`src/rtl/riscv_pkg.sv`:
```
// Shared RV32I pipeline types: the IF/ID register layout and its bubble value.
package riscv_pkg;

   localparam logic [31:0] NOP_INSTR = 32'h0000_0013;

   typedef struct packed {
      logic        valid;
      logic [31:0] instr;
      logic [31:0] pc;
      logic [31:0] pc4;
   } if_id_t;

   localparam if_id_t IF_ID_BUBBLE = '{valid: 1'b0, instr: NOP_INSTR, pc: 32'h0, pc4: 32'h0};

endpackage

```
`src/rtl/if_id_reg.sv`:
```
// IF/ID pipeline register: holdable, flushable, async reset to the bubble value.
module if_id_reg
   import riscv_pkg::*;
(
   input  logic   clk,
   input  logic   rst_n,
   input  logic   hold_i,
   input  logic   flush_i,
   input  if_id_t d_i,
   output if_id_t q_o
);

   if_id_t q_q, q_d;

   // Flush outranks hold so a redirect during a stall still squashes the slot.
   always_comb begin
      q_d = q_q;
      if (flush_i) begin
         q_d = IF_ID_BUBBLE;
      end else if (!hold_i) begin
         q_d = d_i;
      end
   end

   always_ff @(posedge clk or negedge rst_n) begin
      if (!rst_n) begin
         q_q <= IF_ID_BUBBLE;
      end else begin
         q_q <= q_d;
      end
   end

   assign q_o = q_q;

endmodule

```
`src/rtl/fetch_stage.sv`:
```
// RV32I instruction-fetch stage: PC, next-PC mux, IF/ID register.
// Define FETCH_PERF_CNT_EN to build the saturating fetch/bubble counters.
module fetch_stage
   import riscv_pkg::*;
#(
   parameter logic [31:0] RESET_PC = 32'h0000_0000,
   parameter int unsigned CNT_W    = 32
) (
   input  logic             clk,
   input  logic             rst_n,
   input  logic             stall_i,
   input  logic             redirect_i,
   input  logic [31:0]      redirect_pc_i,
   output logic [31:0]      imem_addr_o,
   input  logic [31:0]      imem_rdata_i,
   output logic             id_valid_o,
   output logic [31:0]      id_instr_o,
   output logic [31:0]      id_pc_o,
   output logic [31:0]      id_pc4_o,
   output logic             misalign_o,
   output logic [CNT_W-1:0] fetch_cnt_o,
   output logic [CNT_W-1:0] bubble_cnt_o
);

   logic [31:0] pc_q, pc_d, pc_plus4;
   logic        misalign_q, misalign_d;
   logic        run;
   if_id_t      if_d, if_q;

   assign pc_plus4 = pc_q + 32'd4;
   assign run      = !redirect_i && !stall_i;

   always_comb begin
      pc_d       = pc_q;
      misalign_d = 1'b0;
      if (redirect_i) begin
         pc_d       = {redirect_pc_i[31:2], 2'b00};
         misalign_d = |redirect_pc_i[1:0];
      end else if (!stall_i) begin
         pc_d = pc_plus4;
      end
   end

   always_ff @(posedge clk or negedge rst_n) begin
      if (!rst_n) begin
         pc_q       <= RESET_PC;
         misalign_q <= 1'b0;
      end else begin
         pc_q       <= pc_d;
         misalign_q <= misalign_d;
      end
   end

   assign if_d = '{valid: 1'b1, instr: imem_rdata_i, pc: pc_q, pc4: pc_plus4};

   if_id_reg u_if_id_reg (
      .clk     (clk),
      .rst_n   (rst_n),
      .hold_i  (stall_i),
      .flush_i (redirect_i),
      .d_i     (if_d),
      .q_o     (if_q)
   );

   assign imem_addr_o = pc_q;
   assign id_valid_o  = if_q.valid;
   assign id_instr_o  = if_q.instr;
   assign id_pc_o     = if_q.pc;
   assign id_pc4_o    = if_q.pc4;
   assign misalign_o  = misalign_q;

`ifdef FETCH_PERF_CNT_EN
   logic [CNT_W-1:0] fetch_cnt_q, fetch_cnt_d;
   logic [CNT_W-1:0] bubble_cnt_q, bubble_cnt_d;

   // Both counters stick at all-ones rather than wrapping.
   always_comb begin
      fetch_cnt_d  = fetch_cnt_q;
      bubble_cnt_d = bubble_cnt_q;
      if (run) begin
         if (fetch_cnt_q != '1) fetch_cnt_d = fetch_cnt_q + CNT_W'(1);
      end else begin
         if (bubble_cnt_q != '1) bubble_cnt_d = bubble_cnt_q + CNT_W'(1);
      end
   end

   always_ff @(posedge clk or negedge rst_n) begin
      if (!rst_n) begin
         fetch_cnt_q  <= '0;
         bubble_cnt_q <= '0;
      end else begin
         fetch_cnt_q  <= fetch_cnt_d;
         bubble_cnt_q <= bubble_cnt_d;
      end
   end

   assign fetch_cnt_o  = fetch_cnt_q;
   assign bubble_cnt_o = bubble_cnt_q;
`else
   logic unused_run;
   assign unused_run   = run;
   assign fetch_cnt_o  = '0;
   assign bubble_cnt_o = '0;
`endif

endmodule

```
`config.mk`:
```
export PLATFORM = sky130hd
export DESIGN_NAME = fetch_stage
export DESIGN_NICKNAME = d
export VERILOG_FILES = /design/src/rtl/riscv_pkg.sv /design/src/rtl/if_id_reg.sv /design/src/rtl/fetch_stage.sv
export SDC_FILE = /design/constraint.sdc
export NUM_CORES = 1
export LEC_CHECK = 0
export CAP_MARGIN = 25
export CELL_PAD_IN_SITES_DETAIL_PLACEMENT = 2
export CELL_PAD_IN_SITES_GLOBAL_PLACEMENT = 2
export CORE_ASPECT_RATIO = 1.2
export CORE_UTILIZATION = 26
export DETAILED_ROUTE_END_ITERATION = 8
export PLACE_DENSITY_LB_ADDON = 0.25
export SLEW_MARGIN = 20
export SYNTH_ARGS = -nofsm -noshare
export SYNTH_HDL_FRONTEND = slang
export SYNTH_HIERARCHICAL = 1
export SYNTH_SLANG_ARGS = --single-unit
```
`constraint.sdc`:
```
create_clock -name clk -period 2.7 [get_ports clk]
set_input_delay 0.27 -clock clk [delete_from_list [all_inputs] [get_ports clk]]
set_output_delay 0.27 -clock clk [all_outputs]
set_load 0.05 [all_outputs]
```
==> metrics.txt, run 1 <==
top fanout value on the critical path 12; Yosys top cell by area dfrtp_1; Post-Route Setup TNS 0 ns; initial DRC count 152; vias after detailed routing 5545; peak supply drop 0.3684 mV; Psw between 2 and 2.5 mW; Clk Latency, worst-skew pair 0.42 ns; wire length per cell ~18 um; Req. time, crit path 2.98 ns; final hold slack 0.3016 ns; area grow syn2layout 40.49%; crit path DAT 2.67 ns; Die ar. approximately 27000 sq um; vias in the first global route between 5000 and 6000; routed vias/inst approximately 4.6; die height 178.7 um; Max Transition Viols Final 0; initial antenna violation count 1; reg2reg setup slack between 0.3 and 0.4 ns; Pre-Repair DR Iteration Count 4; GPL Wtd Cong 0.7105; Mean Syn Cell Area between 10 and 15 sq um; H-tree depth 4; Nets ~940; RSZ-0062 raised after global routing no; Critical Path Sink Type register; count of distinct cell types in the synthesized netlist 39; IO Port Bufs 195; most frequent cells in the layout clkdlybuf4s50_1, dfrtp_1, nor2_1, mux2i_1, conb_1; Least-Margin Pin Slew 0.7625 ns; fraction of layout instances using a drive strength above 1 8.277%; ant diodes 0; total CTS buffers 17; dpl cell area 8846 sq um; fraction of registers with async set/reset between 90% and 100%; clk buf depth 2; synth top area cells dfrtp_1, mux2i_1, buf_4, nor2_1, xnor2_1; final cycle utilization of the critical path 88.42%; kind of critical path register to register; Synth Instances 670; Primary FF master, synth dfrtp_1; Final ANT Viol Nets 0; Synth top area share 46.24%; clk root buf clkbuf_16; gr ovfl total 0; outcome completed; FF+latch count, synth 128; area of the core 25540 sq um; Pwr Density 675.1 nW/um^2; HPWL after DPL about 15 mm; clock period minus worst slack 2.387 ns; Clock power frac 39.9%; Residual DRC 0; leak pwr 4.271 nW; CTS tree yes; Final Hold Viols 0; Site Rows 64; yosys warns 6; commonest non-fill, non-tap cell in the layout clkdlybuf4s50_1; combinational power share 26.0%; synthesized area 6764 sq um; part of the power in registers 34.2%; CP Launch Type register; Int Power ~4.2 mW; filler cell count 2786; Final Cell Area 9503 sq um; worst hold path class input port to register; chip width 149.2 um; Fmax 0.4189 GHz; I/O pins 262; Worst Skew 0.01127 ns; sequential area share after synthesis 47.41%; pin count of the biggest net entering global routing around 130; Sw Share 34.21%; WL final approximately 22 mm; Slew headroom 49.11%; Setup-failing EPs final 0; max_cap viols 0; total power 6.416 mW; overall routing resource usage 16.53%; global-route wire length before repair between 30 and 40 mm; number of flops mapped to enable cells by yosys 0; CTS sink count 128; Worst-path clk slew 0.06 ns; initial core utilization around a quarter
per-stage QoR:
step / std cells / utilization, % / setup WS [ns]
after floorplan: 739 / - / 0.3228
after global placement: 1179 / 34.63 / 0.4734
after detailed placement: 1179 / 34.63 / 0.3333
after CTS: 1212 / 37.20 / 0.2778
after global routing: 1212 / 37.20 / 0.03939
final: 1212 / 37.20 / 0.3127
worst max-delay path, stage by stage, from the launching register on:
cell,delay [ns]
dfrtp_1,0.49
ha_1,0.34
and4_1,0.35
and4_1,0.55
nand3_1,0.16
xnor2_1,0.16
mux2i_1,0.13
nor2_1,0.06
cells in the mapped netlist, drive strengths merged (2+ instances only):
cell type and count:
nand3b 2, buf 87, a31oi 14, nor4 6
nor2 120, nor2b 4, mux2i 95, o21ai 16
o31ai 3, xor2 13, clkbuf 25, or4 6
dfrtp 125, or3 4, and4 9, xnor2 27
a211o 4, o41ai 2, nand2 33, nor3 10
conb 2, dfstp 3, nand4 18, nand3 15
and3 2, a31o 5, inv 11, nand4b 2
flip-flops by register name, summed over array words and instances (netlist names):
register         flops
imem_addr_o         30
misalign_o           1
u_if_id_reg/q_o     97
layout make-up:
type                            instances  area [sq um]  area share [%]
Sequential cell                       128          3207           33.75
Multi-Input combinational cell        488          3005           31.63
Timing Repair Buffer                  223          2190           23.04
Clock buffer                           20         466.7           4.911
Tap cell                              330         412.9           4.345
Clock inverter                         12         180.2           1.896
Inverter                               11         41.29          0.4345
kinds of logic after synthesis:
group | count (synthesis) | synth area share [%]
flops | 128 | 47.41
xor+xnor | 40 | 5.179
other cells | 2 | 0.1110
buf+inv | 123 | 11.99
simple gates | 234 | 16.41
fa+ha+maj | 1 | 0.1850
mux | 96 | 14.22
compound gates | 46 | 4.495
power by group through the flow:
| stage | Sequential (mW) | Combinational, mW | Clock, mW |
|---|---|---|---|
| finish | 2.19 | 1.67 | 2.56 |
| global route | 2.21 | 1.76 | 2.68 |
| detailed placement | 2.23 | 1.68 | 0 |
| global placement | 2.22 | 1.66 | 0 |
| CTS | 2.20 | 1.69 | 2.63 |
| floorplan | 2.70 | 0.674 | 0 |
what timing repair did:
action | CTS | global route
hold buffers | 1 | 0
endpoints found under the setup margin | 0 | 0
setup buffers | 0 | 0
endpoints found under the hold margin | 65 | 0
gates resized for setup | 0 | 0
path summary, 6_finish.rpt:
check                               startpoint                   to  cells after the start
max in group asynchronous                rst_n  u_if_id_reg/q_o[35]                      3
min reg2reg                u_if_id_reg/q_o[33]  u_if_id_reg/q_o[33]                      2
min in group asynchronous                rst_n  u_if_id_reg/q_o[23]                      2
max                             imem_addr_o[2]  u_if_id_reg/q_o[26]                      7
min                                    stall_i  u_if_id_reg/q_o[29]                      3
max reg2reg                     imem_addr_o[2]  u_if_id_reg/q_o[26]                      7
per-layer routing:
layer  wire length [um]  global-route usage (%)
met3               1079                   3.562
met1               9673                   21.26
met4                211                   4.294
met5                  0                       0
met2              10650                   27.91
Power figures use the tool's default switching activity.
==> run 2, diff against run 1 <==
--- a/config.mk
+++ b/config.mk
@@ -5,6 +5,7 @@
 export SDC_FILE = /design/constraint.sdc
 export NUM_CORES = 1
 export LEC_CHECK = 0
+export ABC_CLOCK_PERIOD_IN_PS = 2700
 export CAP_MARGIN = 25
 export CELL_PAD_IN_SITES_DETAIL_PLACEMENT = 2
 export CELL_PAD_IN_SITES_GLOBAL_PLACEMENT = 2
@@ -12,6 +13,7 @@
 export CORE_UTILIZATION = 26
 export DETAILED_ROUTE_END_ITERATION = 8
 export PLACE_DENSITY_LB_ADDON = 0.25
+export SETUP_SLACK_MARGIN = 0.4
 export SLEW_MARGIN = 20
 export SYNTH_ARGS = -nofsm -noshare
 export SYNTH_HDL_FRONTEND = slang
==> metrics.txt, run 2 (same netlist as run 1, synthesis figures left out) <==
outcome completed; WL final 22.19 mm (+2.6%); global-route wire length before repair 34.17 mm (+1.5%); Req. time, crit path 3.05 ns (+0.07 ns); Setup crit start imem_addr_o[2]; most frequent cells in the layout clkdlybuf4s50_1, dfrtp_1, nor2_1, mux2i_1, conb_1; Worst-path clk slew 0.07 ns (about the same); top fanout value on the critical path 12 (unchanged); Pre-Repair DR Iteration Count 4 (unchanged); clock period minus worst slack 2.206 ns (-0.1811 ns); wire length per cell 18.34 um (+2.8%); pin count of the biggest net entering global routing 57 (-56%); pre-CTS setup slack 0.4207 ns (+0.08742 ns); Clk Latency, worst-skew pair 0.42 ns (about the same); vias after detailed routing 5551 (+0.11%); fraction of layout instances using a drive strength above 1 8.864% (+0.59 points); die height 178.7 um (unchanged); reg2reg setup slack 0.49 ns (+0.18 ns); ant diodes 0 (unchanged); IO Port Bufs 195 (unchanged); kind of critical path register to register; routed wl met3 984 um (-8.8%); CTS tree yes; setup ws final 0.4938 ns (+0.1811 ns); CTS sink count 128 (unchanged); gr ovfl total 0 (unchanged); overall routing resource usage 16.88% (+0.35 points); Setup-failing EPs final 0 (unchanged); initial antenna violation count 0 (-1); RSZ-0062 raised after global routing yes; Sequential cell area 3209 sq um (about the same); clk buf depth 2 (unchanged); WL met2 11.11 mm (+4.3%); initial DRC count 181 (+19%); Slew headroom 37.80% (-11 points); filler cell count 2805 (+0.68%); I/O pins 262 (unchanged); GPL Wtd Cong 0.7283 (+2.5%); HPWL after DPL 15.73 mm (+3.6%); commonest non-fill, non-tap cell in the layout clkdlybuf4s50_1; total power 6.371 mW (-0.69%); total CTS buffers 17 (unchanged); Fmax 0.4533 GHz (+8.2%); Nets 936 (-0.21%); leak pwr 4.259 nW (-0.28%); Final Hold Viols 0 (unchanged); Critical Path Sink Type register; Residual DRC 0 (unchanged); Largest register FFs 97 (unchanged); CP Launch Type register; H-tree depth 4 (unchanged); Least-Margin Pin Slew 0.9330 ns (+0.1705 ns); clk root buf clkbuf_16; Max Transition Viols Final 0 (unchanged); routed vias/inst 4.588 (+0.27%); Die ar. 26670 sq um (unchanged); peak supply drop 0.4432 mV (+20%); top layer in use met4; Post-Route Setup TNS 0 ns (unchanged); initial core utilization 26.48% (unchanged); final cycle utilization of the critical path 81.71% (-6.7 points); dpl cell area 8827 sq um (-0.21%); Final ANT Viol Nets 0 (unchanged); chip width 149.2 um (unchanged); vias in the first global route 5835 (+2.3%); footprint of the multi-input gates 3034 sq um (+0.96%); crit path DAT 2.55 ns (-0.12 ns); final hold slack 0.2979 ns (-0.003708 ns); Final Cell Area 9502 sq um (about the same); R2R Path Start imem_addr_o[2]; area of the core 25540 sq um (unchanged); routed length on met1 9.795 mm (+1.3%); area grow syn2layout 40.47% (about the same); Pwr Density 670.6 nW/um^2 (-0.68%); Hold Crit Start stall_i; max_cap viols 0 (unchanged); Worst Skew 0.009684 ns (-0.001590 ns); Site Rows 64 (unchanged); worst hold path class input port to register
==> run 2: cell count changes in the layout (fill, tap and decap cells not counted), moves of 2 or more <==
cell	before	now
dfrtp_2	0	2
nor3_1	10	8
clkbuf_8	3	0
buf_4	26	24
dfrtp_1	125	123
nor3_2	0	2
inv_6	2	4
==> run 2: path summary, 6_finish.rpt <==
kind / endpoint / cells after the start
worst max-delay path: u_if_id_reg/q_o[22] / 8
worst min-delay path: u_if_id_reg/q_o[37] / 3
worst max register to register: u_if_id_reg/q_o[22] / 8
worst min register to register: u_if_id_reg/q_o[91] / 2
max in group asynchronous: imem_addr_o[24] / 3
min in group asynchronous: u_if_id_reg/q_o[59] / 2
==> run 2: layout make-up <==
type                       instances  share of cell area (%)
clock buffer                      17                   4.477
clock inverter                    15                   2.160
inverter                          11                  0.4346
multi-input combinational        488                   31.93
sequential                       128                   33.78
tap                              330                   4.346
timing repair buffer             221                   22.87
==> run 2: stage by stage <==
| step | cells | utilization, % |
|---|---|---|
| final | 1210 | 37.20 |
| after global routing | 1210 | 37.20 |
| after CTS | 1208 | 37.06 |
| after detailed placement | 1175 | 34.56 |
| after global placement | 1175 | 34.56 |
| after floorplan | 739 | - |
==> run 2: layer usage <==
layer / vias to the layer above / GRT usage [%]
met2: 174 / 28.76
met1: 2815 / 21.41
met4: 0 / 5.272
li1: 2543 / -
met3: 19 / 3.257
met5: - / 0
==> run 2: timing repair <==
item	in CTS	in global routing
hold buffers	1	0
gates resized for setup	2	4
endpoints found under the hold margin	46	0
endpoints found under the setup margin	3	14
setup buffers	0	2
pin swaps	0	1
==> run 2: power by group <==
group	total, mW	internal [mW]	leakage (nW)	switching (mW)
registers	2.20	2.06	1.64	0.143
clock network	2.51	1.56	0.301	0.952
logic	1.66	0.530	2.32	1.13
total	6.37	4.15	4.26	2.22
==> run 2: worst max-delay path, cell delays in order, from the launching register on <==
cell and delay (ns):
dfrtp_2 0.45, ha_2 0.28, and4_1 0.30, nand4_1 0.11, buf_4 0.20, nor3_1 0.33
xor2_1 0.22, mux2i_1 0.10, nor2_1 0.13
==> run 3, diff against run 2 <==
--- a/config.mk
+++ b/config.mk
@@ -5,12 +5,12 @@
 export SDC_FILE = /design/constraint.sdc
 export NUM_CORES = 1
 export LEC_CHECK = 0
-export ABC_CLOCK_PERIOD_IN_PS = 2700
+export ABC_CLOCK_PERIOD_IN_PS = 2000
 export CAP_MARGIN = 25
 export CELL_PAD_IN_SITES_DETAIL_PLACEMENT = 2
 export CELL_PAD_IN_SITES_GLOBAL_PLACEMENT = 2
 export CORE_ASPECT_RATIO = 1.2
-export CORE_UTILIZATION = 26
+export CORE_UTILIZATION = 24
 export DETAILED_ROUTE_END_ITERATION = 8
 export PLACE_DENSITY_LB_ADDON = 0.25
 export SETUP_SLACK_MARGIN = 0.4
==> constraint.sdc (replaced) <==
create_clock -name clk -period 2 [get_ports clk]
set_input_delay 0.2 -clock clk [delete_from_list [all_inputs] [get_ports clk]]
set_output_delay 0.2 -clock clk [all_outputs]
set_load 0.05 [all_outputs]
==> metrics.txt, run 3 (same netlist as run 1, synthesis figures left out) <==
I/O pins 262 (unchanged); peak supply drop 0.5311 mV (+20%); initial core utilization 24.67% (-1.8 points); RSZ-0062 raised after global routing yes; vias in the first global route 6249 (+7.1%); fraction of layout instances using a drive strength above 1 27.77% (+19 points); Final ANT Viol Nets 0 (unchanged); Setup-failing EPs final 0 (unchanged); chip width 155.3 um (+4.0%); Post-Route Setup TNS 0 ns (unchanged); Worst-path clk slew 0.07 ns (about the same); clk root buf clkbuf_16; final cycle utilization of the critical path 94.80% (+13 points); setup ws final 0.1039 ns (-0.3898 ns); Nets 1014 (+8.3%); Residual DRC 0 (unchanged); clk buf depth 2 (unchanged); pre-CTS setup slack 0.1106 ns (-0.3101 ns); leak pwr 5.225 nW (+23%); outcome completed; Final Hold Viols 0 (unchanged); Critical Path Sink Type register; clock period minus worst slack 1.896 ns (-0.3102 ns); CTS sink count 128 (unchanged); Req. time, crit path 2.34 ns (-0.71 ns); pin count of the biggest net entering global routing 77 (+35%); placed cell count 1247 (+6.1%); area of the core 27420 sq um (+7.3%); crit path DAT 2.23 ns (-0.32 ns); Pwr Density 804.2 nW/um^2 (+20%); routed vias/inst 4.442 (-3.2%); WL final 25.77 mm (+16%); H-tree depth 4 (unchanged); initial DRC count 261 (+44%); gr ovfl total 0 (unchanged); area grow syn2layout 56.27%; max_cap viols 0 (unchanged); total CTS buffers 17 (unchanged); wire length per cell 19.33 um (+5.4%); global-route wire length before repair 37.54 mm (+9.9%); HPWL after DPL 17.28 mm (+9.9%); vias after detailed routing 5921 (+6.7%); Largest register FFs 97 (unchanged); GPL Wtd Cong 0.7521 (+3.3%); Fmax 0.5274 GHz (+16%); Pre-Repair DR Iteration Count 4 (unchanged); overall routing resource usage 17.25% (+0.37 points); Max Transition Viols Final 0 (unchanged); kind of critical path register to register; initial antenna violation count 0 (unchanged); top fanout value on the critical path 8 (-4); Clk Latency, worst-skew pair 0.43 ns (about the same); worst hold path class input port to register; Slew headroom 62.22% (+24 points); CTS tree yes; commonest non-fill, non-tap cell in the layout nor2_1; die height 185.9 um (+4.0%); IO Port Bufs 195 (unchanged); CP Launch Type register; Die ar. 28860 sq um (+8.2%); Least-Margin Pin Slew 0.5667 ns (-0.3663 ns); Site Rows 66 (+3.1%); most frequent cells in the layout nor2_1, dfrtp_1, mux2i_1, dlygate4sd2_1, buf_4; post-route insts no fill 1333 (+10%); final design utilization 38.55% (+1.4 points); final hold slack 0.1399 ns (-0.1579 ns); Worst Skew 0.01041 ns (+0.0007304 ns)
run 3: changes by cell type in the layout (fill, tap and decap cells not counted), moves of 8 or more:
| cell | change |
|---|---|
| clkdlybuf4s15_2 | +16 |
| dfrtp_2 | +21 |
| buf_6 | +25 |
| dfrtp_1 | -23 |
| clkdlybuf4s50_1 | -127 |
| dlygate4sd2_1 | +88 |
| buf_4 | +54 |
| xnor2_1 | -9 |
| nand3_1 | -12 |
| nand3_2 | +8 |
| xnor2_2 | +8 |
| buf_2 | +9 |
run 3: layer usage:
layer / vias to the layer above / track usage, % / share of wire [%]
met2: 200 / 31.10 / 52
met4: 0 / 4.235 / 1.0
met1: 2998 / 20.67 / 41
met5: - / 0 / 0
li1: 2701 / - / -
met3: 22 / 3.912 / 5.9
run 3: worst paths after layout:
check	from	endpoint	slack, ns	cells after the start
setup / recovery	imem_addr_o[3]	imem_addr_o[22]	0.10	6
hold / removal	redirect_i	u_if_id_reg/q_o[35]	0.14	2
setup reg to reg	imem_addr_o[3]	imem_addr_o[22]	0.10	6
hold reg to reg	u_if_id_reg/q_o[53]	u_if_id_reg/q_o[53]	0.52	2
max in group asynchronous	rst_n	imem_addr_o[2]	1.04	3
min in group asynchronous	rst_n	u_if_id_reg/q_o[91]	0.27	2
run 3: metrics by stage:
step	area, sq um	total power, mW
finish	10570	8.500
global route	10570	8.866
CTS	10040	8.475
detailed placement	9234	5.394
global placement	9234	5.363
floorplan	7273	4.624
run 3: final cells by class:
class / count / area [sq um]
timing repair buffer: 299 / 2745
antenna: 1 / 2.502
multi-input combinational: 488 / 3505
clock buffer: 17 / 425.4
inverter: 11 / 41.29
fill: 3014 / 16850
tap: 374 / 467.9
sequential: 128 / 3243
clock inverter: 15 / 140.1
run 3: timing repair:
item	CTS	global route
setup endpoints to repair	158	53
hold buffers	1	0
buffers inserted	26	26
endpoints found under the hold margin	36	0
gates resized for setup	217	83
pin swaps	23	51
run 3: report_power, final:
group / internal (mW) / switching [mW] / leakage [nW]
registers: 2.79 / 0.160 / 1.62
clock network: 1.65 / 1.44 / 0.271
logic: 0.770 / 1.69 / 3.34
run 3: critical path, cell delays in order, from the launching register on:
cell and delay, ns:
dfrtp_4 0.44, ha_4 0.14, and4_4 0.24, nand4_1 0.14
buf_12 0.18, or4b_4 0.50, a31oi_1 0.17
